===== config.mk =====
export PLATFORM = sky130hd
export DESIGN_NAME = iram_ctrl
export DESIGN_NICKNAME = d
export VERILOG_FILES = /design/src/rtl/iram_ctrl_pkg.sv /design/src/rtl/iram_ctrl.sv
export SDC_FILE = /design/constraint.sdc
export NUM_CORES = 1
export LEC_CHECK = 0
export BUFFER_PORTS_ARGS = -buffer_cell sky130_fd_sc_hd__buf_4
export CORE_MARGIN = 2
export CORE_UTILIZATION = 30
export DETAILED_ROUTE_END_ITERATION = 7
export PLACE_DENSITY = 0.54
export REMOVE_ABC_BUFFERS = 1
export SYNTH_ARGS = -nofsm -noshare
export SYNTH_HDL_FRONTEND = slang
export SYNTH_SLANG_ARGS = --single-unit
export TNS_END_PERCENT = 100

===== constraint.sdc =====
create_clock -name clk -period 4.6 [get_ports clk]
set_clock_uncertainty 0.05 [all_clocks]
set_input_delay 0 -clock clk [delete_from_list [all_inputs] [get_ports clk]]
set_output_delay 0 -clock clk [all_outputs]
set_load 0.01 [all_outputs]

===== src/rtl/iram_ctrl_pkg.sv =====
`default_nettype none
// ============================================================================
// Module   : iram_ctrl_pkg
// Purpose  : Shared widths, controller state encoding and load-length decode
//            for the instruction-RAM controller.
// Revision : 1.0 - initial release
// ============================================================================
package iram_ctrl_pkg;

   localparam int IRAM_AW = 8;
   localparam int IRAM_DW = 8;

   // Controller states; plain constants keep the encoding visible in waves.
   typedef logic [2:0] state_t;
   localparam state_t ST_HALT   = 3'd0;
   localparam state_t ST_RUN    = 3'd1;
   localparam state_t ST_LOAD   = 3'd2;
   localparam state_t ST_CKSUM  = 3'd3;
   localparam state_t ST_VERIFY = 3'd4;

   // A length byte of zero stands for a full 256-byte image.
   function automatic logic [IRAM_AW:0] decode_len(input logic [IRAM_AW-1:0] len);
      return (len == '0) ? {1'b1, {IRAM_AW{1'b0}}} : {1'b0, len};
   endfunction

endpackage : iram_ctrl_pkg
`default_nettype wire


===== src/rtl/iram_ctrl.sv =====
`default_nettype none
// ============================================================================
// Module   : iram_ctrl
// Purpose  : Owns both ports of the 256x8 instruction RAM. Arbitrates between
//            CPU instruction fetch and a byte-stream program loader, verifies
//            a freshly loaded image against a host checksum before letting
//            the CPU run.
// Revision : 1.0 - initial release
// ============================================================================
module iram_ctrl
   import iram_ctrl_pkg::*;
(
   input  logic               clk,
   input  logic               rst_n,
   // fetch side
   input  logic [IRAM_AW-1:0] cpu_pc,
   input  logic               cpu_fetch,
   output logic [IRAM_DW-1:0] cpu_inst,
   output logic               cpu_inst_vld,
   output logic               cpu_stall,
   output logic               cpu_start,
   // loader side
   input  logic               run_req,
   input  logic               ld_start,
   input  logic [IRAM_AW-1:0] ld_len,
   input  logic               ld_valid,
   input  logic [IRAM_DW-1:0] ld_data,
   output logic               ld_ready,
   output logic               ld_done,
   output logic               ld_err,
   // RAM ports
   output logic [IRAM_AW-1:0] ram_radr,
   input  logic [IRAM_DW-1:0] ram_rdata,
   output logic [IRAM_AW-1:0] ram_wadr,
   output logic [IRAM_DW-1:0] ram_wdata,
   output logic               ram_wen
);

   state_t             state;
   logic [IRAM_AW-1:0] wptr;       // next write address during LOAD
   logic [IRAM_AW:0]   remain;     // bytes still to be written
   logic [IRAM_AW:0]   len;        // decoded image length, reused by VERIFY
   logic [IRAM_DW-1:0] host_sum;   // checksum supplied by the host
   logic [IRAM_AW:0]   vcnt;       // VERIFY cycle index: read address and data lag
   logic [IRAM_DW-1:0] vsum;       // running sum of read-back bytes

   logic               xfer;
   logic               accept_start;
   logic [IRAM_DW-1:0] sum_next;

   assign cpu_inst     = ram_rdata;
   assign cpu_stall    = (state != ST_RUN);
   assign xfer         = ld_valid & ld_ready;
   assign accept_start = ld_start & ((state == ST_HALT) | (state == ST_RUN));
   assign sum_next     = vsum + ram_rdata;

   // Combinational RAM port steering and loader handshake.
   always_comb begin
      ld_ready  = (state == ST_LOAD) | (state == ST_CKSUM);
      ram_wen   = (state == ST_LOAD) & ld_valid;
      ram_wadr  = wptr;
      ram_wdata = ld_data;
      ram_radr  = '0;
      if (state == ST_RUN)
         ram_radr = cpu_pc;
      else if (state == ST_VERIFY)
         ram_radr = vcnt[IRAM_AW-1:0];
   end

   // Main sequencer: state transitions, pointers, checksum and status pulses.
   always_ff @(posedge clk or negedge rst_n) begin
      if (!rst_n) begin
         state        <= ST_HALT;
         wptr         <= '0;
         remain       <= '0;
         len          <= '0;
         host_sum     <= '0;
         vcnt         <= '0;
         vsum         <= '0;
         cpu_inst_vld <= 1'b0;
         cpu_start    <= 1'b0;
         ld_done      <= 1'b0;
         ld_err       <= 1'b0;
      end else begin
         cpu_start    <= 1'b0;
         ld_done      <= 1'b0;
         // A fetch issued in the last RUN cycle still completes.
         cpu_inst_vld <= (state == ST_RUN) & cpu_fetch;

         if (accept_start) begin
            state  <= ST_LOAD;
            len    <= decode_len(ld_len);
            remain <= decode_len(ld_len);
            wptr   <= '0;
            ld_err <= 1'b0;
         end else begin
            case (state)
               ST_HALT: begin
                  if (run_req) begin
                     state     <= ST_RUN;
                     cpu_start <= 1'b1;
                  end
               end
               ST_RUN: ;
               ST_LOAD: begin
                  if (xfer) begin
                     wptr   <= wptr + 1'b1;
                     remain <= remain - 1'b1;
                     if (remain == 9'd1)
                        state <= ST_CKSUM;
                  end
               end
               ST_CKSUM: begin
                  if (xfer) begin
                     host_sum <= ld_data;
                     vcnt     <= '0;
                     vsum     <= '0;
                     state    <= ST_VERIFY;
                  end
               end
               ST_VERIFY: begin
                  // Read data trails the address by one cycle, so summing
                  // starts at index 1 and ends at index len.
                  if (vcnt != '0)
                     vsum <= sum_next;
                  if (vcnt == len) begin
                     if (sum_next == host_sum) begin
                        state     <= ST_RUN;
                        cpu_start <= 1'b1;
                        ld_done   <= 1'b1;
                     end else begin
                        state  <= ST_HALT;
                        ld_err <= 1'b1;
                     end
                  end else begin
                     vcnt <= vcnt + 1'b1;
                  end
               end
               default: state <= ST_HALT;
            endcase
         end
      end
   end

endmodule : iram_ctrl
`default_nettype wire

==> results.toml <==
[sta]
setup_slack_ns = 1.71
setup_violations = 0
slew_violations = 0
fin_crit_sh_pct = 62.8
final_hold_viol_count = 0
worstMarginPinSlew_ns = 0.791
min_period_ns = 2.89
fin_setup_tns_ns = 0
slew_headroom_pct = 47.3
rsz0062_at_grt = "false"
max_freq_mhz = 346

[placed_design]
dpl_cell_area_sq_mm = 0.00406
place_hpwl_microns = 6490
routabilityCongestion = 0.826
io_buffer_count = 76
pre_cts_slack_ns = 1.73

[logic_synthesis]
ys_ff_latch = 58
synth_most_common_cell = "dfrtp_1"
synth_enable_flop_cells = 0
synth_flop_cell = "dfrtp_1"
yosysTopAreaCellShare_pct = 41.5
syn_avg_cell_area_sq_um = 9.13
ys_types = 53
synth_cells = 383
synth-async-reset-ratio_pct = 100
yosysTopAreaCell = "dfrtp_1"
synth_seq_area_share_pct = 41.5
ys_top_cells_by_count = "dfrtp_1 (58), nand2_1 (56), nor2_1 (33), xnor2_1 (20), nand3_1 (18)"
synthTopCellsByArea = "dfrtp_1 (42%), nand2_1 (6.0%), xnor2_1 (5.0%), ha_1 (4.3%), xor2_1 (3.8%)"
netlist_area_sq_mm = 0.00350
yosysWarnings = 0

[die]
core-area_sq_mm = 0.0114
core.rowCount = 39
ioPinCount = 77
die_x_microns = 112
initial_utilization_pct = 30.6
die_area_sq_mm = 0.0125
chipHeight_microns = 112

[global_routing]
antenna_found_initial = 0
track_usage_pct = 15.2
grt_pass1_vias = 2945
grt_max_degree = 59
grt.overflow.total = 0
grt_pass1_wl_microns = 15000

[worst_setup_path]
path_class = "flip-flop to flip-flop"
critical-path-slowest-cell = "nor4b_2"
r2r_start = "vsum[0]"
cp.arrival_ns = 3.05
ff2ff_path_depth = 9
cp.required_ns = 4.76
cp_max_fo = 3
max_stage_delay_ns = 0.42
regToRegSetupSlack_ns = 1.71
rr_endpoint = "ld_err"
cp-end-kind = "flip-flop"
worstSetupStartpoint = "vsum[0]"
start_kind = "flip-flop"
path_cells = "ha_1, inv_1, fa_1, xnor3_1, a2111oi_2, o2111ai_1, nor4b_2, nand2_1, o311a_1"

[run_status]
status = "finished, final reports clean"

[cts]
cts.sink_count = 58
clkLatencyLatePin_ns = 0.33
cts_hold_buf = 22
cts_buffer_depth = 2
cts_htree_levels = 3
root_buffer = "clkbuf_16"
cts_tree = "done"
post_cts_buffers = 0
path_clk_slew_ns = 0.05
cts_made_buffers = 9
cts_resized = 0

[worst_hold_path]
hold_end = "vsum[0]"
hp-class = "input pin to flip-flop"
hold_path_depth = 4
min-delay-start = "ram_rdata[0]"

[routing]
drt-met1-wl_microns = 4350
final_antenna_net_count = 0
wl_microns = 9250
route.detailed.drc = 0
vias_per_cell = 5.03
wl_met3_microns = 457
dr.pass1.iters = 4
drt_iter0_drc = 134
wl_per_cell_microns = 15.3
met2_length_microns = 4280
top_layer_used = "met4"
vias = 3041

[finish]
multiInputGateArea_sq_mm = 0.00179
final_nets = 508
drive_above_1_share_pct = 23.2
syn2layout_area_growth_pct = 30.1
antennaDiodeCount = 0
final_area_sq_mm = 0.00455
fillers = 1140
ff_latch_area_sq_mm = 0.00145

[job]
timing.max_cap.violations = 0

[pwr]
power.density_mw_per_mm2 = 521
vdd_drop_max_mv = 0.239
power.leakage_nw = 2.15
finalPower_mw = 2.37
[power breakdown]
| group | leakage, nW | total (mW) | switching, mW | internal, mW |
|---|---|---|---|---|
| registers | 0.759 | 0.828 | 0.160 | 0.668 |
| logic | 1.26 | 0.930 | 0.496 | 0.434 |
| clock network | 0.131 | 0.612 | 0.236 | 0.376 |
| total | 2.15 | 2.37 | 0.892 | 1.48 |
[routing by layer]
| layer | up-vias | track usage [%] |
|---|---|---|
| met5 | - | 0 |
| met4 | 0 | 4.80 |
| met3 | 13 | 3.48 |
| met2 | 91 | 24.8 |
| met1 | 1461 | 20.1 |
| li1 | 1476 | - |
[final cells by class]
type | instances | area share [%]
multi-input cells | 273 | 39.3
flip-flops and latches | 58 | 31.9
repair buffers | 99 | 17.6
clock buffers | 11 | 5.34
well taps | 143 | 3.93
inverters | 16 | 1.32
clock inverters | 5 | 0.660
[logic make-up after synthesis]
logic type                 synth area share [%]
DFF                                        41.5
muxes                                      2.90
buffers and inverters                      7.55
adders and majority gates                  4.87
xor gates and xnor gates                   9.41
and+or+nand+nor                            21.4
AOI/OAI and AO/OA                          12.3
[placed cells by master (no fill, tap or decap), drive strengths merged, types with 6 or more instances in the layout]
cell type | Yosys | final
buf | 23 | 77
dfrtp | 58 | 58
nand2 | 56 | 56
nor2 | 33 | 33
dlygate4sd3 | 0 | 22
xnor2 | 20 | 20
nand3 | 18 | 18
inv | 16 | 16
xor2 | 15 | 15
ha | 12 | 12
o21ai | 12 | 12
clkbuf | 13 | 11
a22o | 10 | 10
and3 | 9 | 9
mux2 | 9 | 9
a21oi | 8 | 8
nor3 | 7 | 7
nand4 | 6 | 6
nor4 | 6 | 6
[critical path, delay by kind of cell, from the launching register on]
| family | cells | cell delay, ns |
|---|---|---|
| adder cells (fa/ha/maj) | 2 | 0.56 |
| AND/OR/NAND/NOR | 2 | 0.51 |
| flip-flops | 1 | 0.35 |
| XOR/XNOR | 1 | 0.39 |
| buffers and inverters | 1 | 0.05 |
| AO/OA/AOI/OAI | 3 | 0.86 |
[how the worst max path moves through the flow]
| stage | endpoint | slack [ns] | cells past startpoint |
|---|---|---|---|
| after detailed placement | ld_err | 1.73 | 9 |
| after floorplan | ld_err | 1.96 | 9 |
| after global routing | ld_err | 1.50 | 9 |
| after global placement | ld_err | 1.78 | 9 |
| after CTS | ld_err | 1.70 | 9 |
| final | ld_err | 1.71 | 9 |
[state kept, by name (all words and copies together), names as in the netlist, 3 cells and up]
register,cells
len,9
host_sum,8
ram_wadr,8
remain,9
vsum,8
state,3
vcnt,9
[stage by stage]
stage / util, % / hold slack, ns / cells
final: 39.8 / 0.0278 / 605
after floorplan: - / -0.346 / 347
after CTS: 39.8 / 0.0216 / 605
after global routing: 39.8 / 0.0837 / 605
after detailed placement: 35.5 / 0.0811 / 567
after global placement: 35.5 / 0.0801 / 567
No activity file was read; power rests on OpenSTA's default activity.
